===== config.mk =====
export PLATFORM = sky130hd
export DESIGN_NAME = int_ctrl
export DESIGN_NICKNAME = d
export VERILOG_FILES = /design/src/rtl/int_ctrl.sv
export SDC_FILE = /design/constraint.sdc
export NUM_CORES = 1
export LEC_CHECK = 0
export CORE_UTILIZATION = 32
export DETAILED_ROUTE_END_ITERATION = 12
export GPL_ROUTABILITY_DRIVEN = 0
export GPL_TIMING_DRIVEN = 0
export PLACE_DENSITY = 0.76
export SLEW_MARGIN = 20
export SYNTH_ARGS = -nofsm -noshare
export SYNTH_HDL_FRONTEND = slang
export SYNTH_SLANG_ARGS = --single-unit

===== constraint.sdc =====
create_clock -name clk -period 1.35 [get_ports clk]
set_clock_uncertainty 0.1 [all_clocks]
set_input_delay 0.135 -clock clk [delete_from_list [all_inputs] [get_ports clk]]
set_output_delay 0.135 -clock clk [all_outputs]
set_load 0.1 [all_outputs]

===== src/rtl/int_ctrl.sv =====
// int_ctrl: priority interrupt controller placed between the external
// interrupt lines (interrupciones) and the cpu.
//
// Rising edges on irq_in are latched into a pending register, qualified by a
// cpu-writable mask, and the lowest-index eligible line is offered to the cpu
// as a vector address over an irq_req/irq_ack handshake. One interrupt is
// tracked in service until the cpu signals irq_done.
//
// Optional build macro:
//   IRQ_SYNC_EN - adds a two-flop synchronizer on every irq_in bit ahead of
//                 the edge detector (edge-to-irq_req latency 2 -> 4 cycles).
//                 When undefined, irq_in must already be synchronous to clk.
//
// Reset is synchronous and active-low (reset == 0 at a rising clk edge).

module int_ctrl #(
    parameter int                 N_IRQ      = 3,
    parameter int                 VEC_W      = 10,
    parameter logic [VEC_W-1:0]   VEC_BASE   = 10'h3F0,
    parameter int                 VEC_STRIDE = 4,
    parameter logic [N_IRQ-1:0]   MASK_RST   = 3'b111
) (
    input  logic              clk,
    input  logic              reset,
    input  logic [N_IRQ-1:0]  irq_in,
    input  logic              mask_we,
    input  logic [N_IRQ-1:0]  mask_wdata,
    input  logic              irq_ack,
    input  logic              irq_done,
    output logic              irq_req,
    output logic [VEC_W-1:0]  irq_vec,
    output logic [1:0]        irq_id,
    output logic [N_IRQ-1:0]  pending,
    output logic              in_service
);

    // ------------------------------------------------------------------
    // Handshake state
    // ------------------------------------------------------------------
    typedef enum logic [1:0] {
        IDLE    = 2'd0,
        REQ     = 2'd1,
        SERVICE = 2'd2
    } state_e;

    state_e            state_q, state_d;
    logic [1:0]        id_q, id_d;
    logic [VEC_W-1:0]  vec_q, vec_d;
    logic [N_IRQ-1:0]  pending_q, pending_d;
    logic [N_IRQ-1:0]  mask_q, mask_d;
    logic [N_IRQ-1:0]  prev_q;

    logic [N_IRQ-1:0]  irq_s;      // irq_in as seen by the edge detector
    logic [N_IRQ-1:0]  rise;       // one-cycle pulse per detected rising edge
    logic [N_IRQ-1:0]  eligible;   // pending and enabled
    logic [N_IRQ-1:0]  clr;        // pending bit retired by an ack
    logic [1:0]        sel;        // lowest-index eligible line
    logic              sel_valid;
    logic [VEC_W-1:0]  sel_vec;    // vector address of sel

    // ------------------------------------------------------------------
    // Optional input synchronizer
    // ------------------------------------------------------------------
`ifdef IRQ_SYNC_EN
    logic [N_IRQ-1:0] sync1_q, sync2_q;

    // Two-flop synchronizer; during reset both stages track irq_in so a line
    // already high when reset is released does not look like a fresh edge.
    always_ff @(posedge clk) begin
        if (!reset) begin
            sync1_q <= irq_in;
            sync2_q <= irq_in;
        end else begin
            sync1_q <= irq_in;
            sync2_q <= sync1_q;
        end
    end

    assign irq_s = sync2_q;
`else
    assign irq_s = irq_in;
`endif

    // ------------------------------------------------------------------
    // Edge detection
    // ------------------------------------------------------------------
    // Previous-sample register; loads the live value even in reset so a line
    // held high across reset release produces no edge.
    always_ff @(posedge clk) begin
        // NOTE: sequential state uses non-blocking (<=) so every flop samples
        // the pre-edge value of its inputs regardless of statement order;
        // blocking (=) here would create order-dependent simulation races.
        prev_q <= irq_s;
    end

    assign rise = irq_s & ~prev_q;

    // ------------------------------------------------------------------
    // Arbitration: lowest index wins
    // ------------------------------------------------------------------
    assign eligible  = pending_q & mask_q;
    assign sel_valid = |eligible;

    // Priority encoder; scanning downwards lets the lowest set index
    // overwrite any higher one.
    always_comb begin
        // NOTE: every variable written in a combinational block gets a default
        // at the top; a path that leaves one unassigned infers a latch.
        sel = 2'd0;
        for (int i = N_IRQ - 1; i >= 0; i--) begin
            if (eligible[i]) begin
                sel = 2'(i);
            end
        end
    end

    // Vector address wraps modulo 2^VEC_W by construction of the width.
    assign sel_vec = VEC_BASE + (VEC_W'(sel) * VEC_W'(VEC_STRIDE));

    // ------------------------------------------------------------------
    // FSM next-state and handshake decode
    // ------------------------------------------------------------------
    // Next state, captured id/vector and the pending-clear strobe.
    always_comb begin
        state_d = state_q;
        id_d    = id_q;
        vec_d   = vec_q;
        clr     = '0;

        unique case (state_q)
            IDLE: begin
                // Selection uses the mask as it stands this cycle; a mask
                // write in the same cycle only takes effect from next edge.
                if (sel_valid) begin
                    state_d = REQ;
                    id_d    = sel;
                    vec_d   = sel_vec;
                end
            end

            REQ: begin
                // No re-arbitration: id/vec stay frozen until the cpu acks,
                // even if a higher-priority line arrives or the mask changes.
                // irq_done is ignored here, including when it coincides with ack.
                if (irq_ack) begin
                    state_d = SERVICE;
                    clr     = N_IRQ'(1) << id_q;
                end
            end

            SERVICE: begin
                if (irq_done) begin
                    state_d = IDLE;
                end
            end

            default: begin
                state_d = IDLE;
            end
        endcase
    end

    // ------------------------------------------------------------------
    // Pending and mask next-state
    // ------------------------------------------------------------------
    // A new edge and an ack on the same line in one cycle keeps the line
    // pending: the set term is ORed in after the clear.
    always_comb begin
        pending_d = (pending_q & ~clr) | rise;
        mask_d    = mask_we ? mask_wdata : mask_q;
    end

    // ------------------------------------------------------------------
    // State registers
    // ------------------------------------------------------------------
    // FSM, captured request, pending and mask registers with synchronous reset.
    always_ff @(posedge clk) begin
        if (!reset) begin
            state_q   <= IDLE;
            id_q      <= 2'd0;
            vec_q     <= '0;
            pending_q <= '0;
            mask_q    <= MASK_RST;
        end else begin
            state_q   <= state_d;
            id_q      <= id_d;
            vec_q     <= vec_d;
            pending_q <= pending_d;
            mask_q    <= mask_d;
        end
    end

    // ------------------------------------------------------------------
    // Outputs: decoded straight from registers, so glitch-free
    // ------------------------------------------------------------------
    assign irq_req    = (state_q == REQ);
    assign in_service = (state_q == SERVICE);
    assign irq_id     = id_q;
    assign irq_vec    = vec_q;
    assign pending    = pending_q;

endmodule

# Yosys cells after proc, flatten, opt, wreduce, memory -nomap -nowiden
# Index checks and enable logic that the tools add are counted.
# W data, S select, Z words.
[op_classes]
add_sub_neg = 1
n_mul = 0
div_mod_pow = 0
n_lt_le_gt_ge = 0
n_eq_ne = 5
shift = 1
mux = 9
bitwise = 6
reduce_logical = 4
[ops]
columns = ["operator", "count"]
rows = [
  ["$mux W2", 6],
  ["$and A3 B3 Y3", 3],
  ["$add A5 B5 Y6 const A", 1],
  ["$mux W3", 2],
  ["$ne A2 B2 Y1 const B", 3],
  ["$not A3 Y3", 2],
  ["$pmux W2 S3", 1],
  ["$or A3 B3 Y3", 1],
  ["$reduce_and A3 Y1", 1],
  ["$reduce_or A3 Y1", 1],
  ["$shl A1 B2 Y3 const A", 1],
  ["$eq A2 B1 Y1 const B", 1],
  ["$eq A2 B2 Y1 const B", 1],
  ["$logic_not A2 Y1", 1],
  ["$reduce_and A2 Y1", 1],
]
[totals]
regBits = 23
latch_bits = 0
ramBits = 0
mem_bits_ro = 0
in_bits = 11
output_inout_bits = 17
word_cells = 32
memories = 0

# Longest topological paths before layout
# Gate-level depths: netlist (run 1).
[logic_depth]
depth_word = 6
depth_mapped = 3
ltp_nobuf = 3

# Least setup slack after synthesis (run 1)
# No wires, ideal clock.
[synth_timing]
kind = "flip-flop to flip-flop"
startpoint = "register state_q[1]"
endpoint = "register state_q[1]"
setup_ns = 0.071
arrival_ns = 2.057
required_ns = 1.179
setup_slack_ns = -0.878
stages_incl_launch_ff = 4
n_path_buf = 0
period_less_slack_ns = 2.228
path_cell_list = "dfxtp_1 > nor2b_1 > nand2b_1 > a21oi_1"
[synth_via]
elab_chain_cells = 3
word_cells_on_any_way = 8
classes_between = "5 x eq/ne; 1 x mux; 2 x reduce/logical"
[synth_rtl]
columns = ["element", "line_no", "text"]
rows = [
  ["from (decl)", "46", "state_e state_q, state_d;"],
  ["from (signal assigned)", "185", "state_q <= state_d;"],
  ["$eq A2 B2 Y1 (*)", "--", ""],
  ["via in_service", "34", "output logic in_service"],
  ["$ne A2 B2 Y1 (no line)", "--", ""],
  ["$reduce_and A3 Y1 (no line)", "--", ""],
]
# Mark *: on every way through the listed nets, which the timed path passes. The rest lies on a longest branch.
# A chain may end at the register's enable or synchronous reset.

# Worst setup path in the final report (run 1)
[layout_timing]
startpoint = "register pending_q[1], in the netlist pending[1]"
endpoint = "output port pending[1]"
[layout_rtl]
columns = ["element", "line_no", "text"]
rows = [
  ["from (decl)", "49", "logic [N_IRQ-1:0] pending_q, pending_d;"],
  ["from (signal assigned)", "188", "pending_q <= pending_d;"],
  ["to (decl)", "33", "output logic [N_IRQ-1:0] pending,"],
]
# No word-level cell between the ends.

==> results by group, run 1 <==
STA
  • Final setup fails: 0
  • Fmax: 0.771 GHz
  • Final hold vios: 0
  • RSZ-0062 raised after global routing: no
  • Pins over their slew limit: 0
  • Worst hold margin: 232 ps
  • Tmin final: 1300 ps
  • Period utilization: 96.1%

Finish
  • Commonest non-fill, non-tap cell in the layout: buf_4
  • Share of layout cells above drive strength 1: 43.0%
  • Layout Nets: 105
  • Layout area overhead: 56.2%
  • Post-route cell area: 915 sq um
  • Commonest non-fill, non-tap cells in the layout: 18 x buf_4, 10 x clkdlybuf4s50_1, 8 x nand2_1, 6 x dfxtp_1
  • Non-Filler Instances: 118
  • Antenna Cells: 0

Yosys
  • Synth Area per Inst: 9.44 sq um
  • Post-synth design cell area: 586 sq um
  • Largest family of logic cells by synthesized area: simple AND/OR/NAND/NOR gates
  • Simple-Gate Fraction of Synth Area: 17.1%
  • Synth unique cells: 19
  • Flops & latches, synth: 14
  • Synth Area in Compound Gates: 16.5%
  • Synth Area in XOR/XNOR: 0%
  • Cell taking the most area after synthesis: dfxtp_1
  • Post-Synth Adder-Cell Area: 0%
  • Synth warnings: 0
  • Mux contribution to synthesized area: 5.13%
  • Register area share after synthesis: 47.9%
  • Top-area cell type share of the netlist area: 47.9%
  • Post-Syn Instances: 62
  • Synth area leaders: dfxtp_1 48%, buf_4 12%, nand2b_1 5.3%, mux2i_1 5.1%, nand2_1 5.1%

Hold path
  • Worst Hold Class: in2reg
  • Hold depth: 1

Place
  • Post-DP HPWL: 963 um
  • Post-Place Cells: 113
  • Placed inst area: 901 sq um
  • Port bufs: 25

Worst setup path
  • Crit Reg-Reg Endpoint: state_q[0]
  • CP Capture Type: primary output
  • Number of cells on the critical path: 1
  • Crit path required time: 1120 ps
  • Setup Crit Path Kind: reg2out
  • R2R Path Start: pending[0]
  • R2R cell count: 4
  • Crit Path Max Fanout: 5
  • CP startpoint: pending[1]
  • Worst path bufs/invs: 1
  • Top Family by Delay on Critical Path: buffers and inverters
  • Critical path capture point: pending[1]
  • Cell Chain, Critical Path: buf_2
  • Worst EP arrival: 1060 ps
  • Startpoint types: flip-flop
  • Worst reg2reg setup slack: 90 ps
  • Slowest stage delay, CP: 420 ps
  • Worst path slowest cell: buf_2

Clock tree
  • CTS tree: built
  • Clock Path Buffers: 2
  • Worst-skew pair later-pin latency: 270 ps
  • Num CTS Buffers: 3
  • CTS sink cnt: 14
  • H-tree levels: 1
  • Root Buffer: clkbuf_4
  • Clk slew on worst S/H paths: 80 ps

Power
  • Pwr per Cell Area: 1520 nW/um^2
  • Combinational power share: 47.8%
  • IR drop worst, VDD: 0.548 mV
  • Clock power frac: 16.9%
  • Tot Pwr: 0.00139 W
  • P_leak: 0.402 nW
  • Sw Share: 46.5%
  • Cell-internal power: 0.000743 W
  • Psw: 0.000645 W
  • Reg power frac: 35.3%

Run status
  • Status: finished clean

Detailed routing
  • Final WL: 1270 um
  • DRC violations left: 0
  • DRT iter0 DRCs: 9
  • Vias: 525
  • Antenna Nets Post-Route: 0
  • Pre-antenna DRT Iters: 5
  • Vias/cell: 4.45
  • Routed len/inst: 10.7 um

Global routing
  • Pin count of the biggest net entering global routing: 9
  • First-pass GRT wire length: 1970 um
  • Antenna violations before repair: 0
  • Vias in the first global route: 445
  • Tot GR Track Use: 13.9%
  • Gr ovfl total: 0

Die
  • Row count: 15
  • Std-Cell Core Area: 1730 sq um
  • IO Pins: 28
  • Die height: 44.8 um
  • Chip Width: 44.8 um
  • Initial Util: 33.9%
  • Total die area: 2000 sq um

Run
  • Max Cap Viol: 0
[Yosys cell counts (all sizes together)]
cell type,number
dfxtp,14
buf,9
nand2,8
a21oi,5
nand2b,5
mux2i,3
o31ai,3
inv,2
nor2b,2
o21ai,2
a2111oi,1
a211oi,1
a222oi,1
a31oi,1
and2b,1
conb,1
nand3b,1
nand4,1
nor2,1
[flip-flops by register name (all words and copies together) (netlist names)]
name and flops:
mask_q 3, pending 3, prev_q 3, irq_vec 2
state_q 2, irq_id 1
[per-stage QoR]
step	utilization, %	setup TNS, ps	setup slack, ps
3_3_place_gp	52.2	-6870	-660
5_1_grt	53.0	0	0.566
2_1_floorplan	-	-68.8	-68.8
4_1_cts	51.4	0	12.4
6_report	53.0	0	53.2
3_5_place_dp	52.2	-7010	-669
[worst min path at each step]
stage	from	endpoint	slack [ps]
2_1_floorplan	irq_in[0]	prev_q[0]	60
3_3_place_gp	prev_q[2]	pending[2]	360
3_5_place_dp	prev_q[2]	pending[2]	370
4_1_cts	irq_in[2]	prev_q[2]	230
5_1_grt	irq_in[1]	prev_q[1]	230
6_report	irq_in[2]	prev_q[2]	230
[routing by layer]
| layer | wire length, um | track usage, % |
|---|---|---|
| met1 | 547 | 15.3 |
| met2 | 633 | 25.3 |
| met3 | 84 | 2.40 |
| met4 | 0 | 7.27 |
| met5 | 0 | 0 |
[power groups by stage]
stage          Clock [W]  Combinational [W]  Sequential (W)
3_3_place_gp           0           0.000660        0.000495
4_1_cts         0.000245           0.000650        0.000489
6_report        0.000235           0.000664        0.000490
3_5_place_dp           0           0.000668        0.000497
5_1_grt         0.000270           0.000685        0.000497
2_1_floorplan          0           0.000410        0.000605
[what timing repair did]
item | in CTS | in global routing
cloned | 0 | 0
buffers inserted | 0 | 1
pin swaps | 0 | 1
gates resized for setup | 89 | 6
setup endpoints to repair | 15 | 6
hold buffers | 0 | 0
[area by class of cell]
class / count / area [sq um]
Fill cell: 182 / 812
Sequential cell: 14 / 300
Multi-Input combinational cell: 38 / 249
Timing Repair Buffer: 26 / 233
Buffer: 9 / 67.6
Tap cell: 25 / 31.3
Clock buffer: 4 / 26.3
Inverter: 2 / 7.51
[kinds of logic after synthesis]
logic type      after synthesis
other cells                   1
mux                           3
compound gates               14
flops                        14
buf+inv                      11
simple gates                 19
No activity file was read; power rests on OpenSTA's default activity.
==> run 2: changes to the inputs <==
PLACE_DENSITY = 0.67   (was 0.76)
clock period = 1.1 ns   (was 1.35 ns; I/O delays follow)
==> results by group, run 2 (same netlist as run 1, synthesis figures left out) <==
Run status
  • Status: complete, but fails checks (was finished clean)
  • Failing checks: setup timing

Detailed routing
  • Routed len/inst: 11.6 um (was 10.7 um)
  • Antenna Nets Post-Route: 0 (unchanged)
  • Pre-antenna DRT Iters: 4 (was 5)
  • Vias/cell: 4.43 (was 4.45)
  • Final WL: 1480 um (was 1270 um)
  • DRC violations left: 0 (unchanged)
  • DRT iter0 DRCs: 6 (was 9)
  • Vias: 562 (was 525)

Die
  • Initial Util: 33.9% (unchanged)
  • Row count: 15 (unchanged)
  • Std-Cell Core Area: 1730 sq um (unchanged)
  • Die height: 44.8 um (unchanged)
  • Total die area: 2000 sq um (unchanged)
  • Chip Width: 44.8 um (unchanged)
  • IO Pins: 28 (unchanged)

Finish
  • Post-route cell area: 1200 sq um (was 915 sq um)
  • Share of layout cells above drive strength 1: 52.9% (was 43.0%)
  • Fill cell count: 136 (was 182)
  • Commonest non-fill, non-tap cells in the layout: 12 x buf_12, 11 x buf_4, 10 x clkdlybuf4s50_1, 9 x buf_6 (was 18 x buf_4, 10 x clkdlybuf4s50_1, 8 x nand2_1, 6 x dfxtp_1)
  • Commonest non-fill, non-tap cell in the layout: buf_12 (was buf_4)
  • Antenna Cells: 0 (unchanged)
  • Core Util, Final: 69.8% (was 53.0%)
  • Layout Nets: 115 (was 105)
  • Layout area overhead: 106% (was 56.2%)

STA
  • Setup slack after layout: -226 ps (was 53.2 ps)
  • Period utilization: 121%
  • Final hold vios: 0 (unchanged)
  • RSZ-0062 raised after global routing: yes (was no)
  • Total negative slack: -1240 ps (was 0 ps)
  • Fmax: 0.754 GHz
  • Tmin final: 1330 ps
  • Pins over their slew limit: 0 (unchanged)
  • Final setup fails: 18 (was 0)

Clock tree
  • CTS tree: built (unchanged)
  • Number of hold buffers added after CTS: 0 (unchanged)
  • Num CTS Buffers: 3 (unchanged)
  • H-tree levels: 1 (unchanged)
  • CTS sink cnt: 14 (unchanged)
  • Clock Path Buffers: 2 (unchanged)
  • Clk slew on worst S/H paths: 70 ps (was 80 ps)
  • Worst-skew pair later-pin latency: 270 ps (about the same)
  • Root Buffer: clkbuf_4 (unchanged)

Place
  • Placed inst area: 935 sq um (was 901 sq um)
  • Port bufs: 25 (unchanged)
  • Post-DP HPWL: 941 um (was 963 um)

Global routing
  • Tot GR Track Use: 15.2% (was 13.9%)
  • M3 GR Usage: 6.80% (was 2.40%)
  • GRT Max-Usage Layer: met2 (unchanged)
  • Antenna violations before repair: 0 (unchanged)
  • First-pass GRT wire length: 2100 um (was 1970 um)
  • Gr ovfl total: 0 (unchanged)
  • Grt met1 use: 17.1% (was 15.3%)
  • M2 GR Usage: 25.0% (was 25.3%)
  • Vias in the first global route: 478 (was 445)
  • Pin count of the biggest net entering global routing: 8 (was 9)

Worst setup path
  • Crit path required time: 1150 ps (was 1120 ps)
  • Setup Crit Path Kind: reg2reg (was reg2out)
  • Startpoint types: flip-flop (unchanged)
  • Worst EP arrival: 1370 ps (was 1060 ps)
  • Crit Path Max Fanout: 4 (was 5)
  • CP Capture Type: flip-flop (was primary output)

Run
  • Max Cap Viol: 0 (unchanged)

Hold path
  • Worst Hold Class: in2reg (unchanged)

Power
  • P_leak: 0.507 nW (was 0.402 nW)
  • Pwr per Cell Area: 1620 nW/um^2 (was 1520 nW/um^2)
  • IR drop worst, VDD: 1.21 mV (was 0.548 mV)
-- run 2: cell count changes in the layout (fill, tap and decap cells not counted), sizes merged --
cell / delta
clkbuf: -3
buf: +12
-- run 2: stage by stage --
step | total power [W] | hold slack [ps] | worst slack (ps) | cells
2_1_floorplan | 0.00127 | 37.7 | -210 | 63
3_3_place_gp | 0.00144 | 357 | -749 | 113
3_5_place_dp | 0.00145 | 366 | -757 | 113
4_1_cts | 0.00192 | 208 | -149 | 122
5_1_grt | 0.00204 | 205 | -232 | 127
6_report | 0.00196 | 212 | -226 | 127
-- run 2: metal layers --
metal / up-vias / wire, um
li1: 285 / -
met4: 0 / 14
met3: 2 / 121
met5: - / 0
met2: 26 / 748
met1: 249 / 594
-- run 2: worst paths after layout --
path,from,endpoint,slack [ps],cells after the start
worst max-delay path,pending[1],state_q[0],-230,4
worst min-delay path,irq_in[1],prev_q[1],210,1
worst max register to register,pending[1],state_q[0],-230,4
worst min register to register,prev_q[0],pending[0],370,2
-- run 2: area by class of cell --
class                   instances  area [sq um]  area share (%)
repair buffers                 36           475            39.5
inverters                       2          7.51           0.623
multi-input cells              38           262            21.7
clock buffers                   3          22.5            1.87
plain buffers                   9          93.8            7.79
flip-flops and latches         14           313            26.0
well taps                      25          31.3            2.60
-- run 2: worst max-delay path, cell delays in order (launching register included) --
cell	delay (ps)
dfxtp_4	360
a222oi_1	360
buf_4	190
and2b_2	150
a2111oi_2	40
-- run 2: timing repair --
item,in CTS,in global routing
endpoints found under the setup margin,22,22
pin swaps,3,4
setup buffers,6,5
gates resized for setup,135,7
-- run 2: report_power, final --
| part | total [W] | internal [W] | switching (W) |
|---|---|---|---|
| registers | 0.000605 | 0.000548 | 0.0000562 |
| logic | 0.00109 | 0.000438 | 0.000648 |
| clock network | 0.000267 | 0.000127 | 0.000141 |
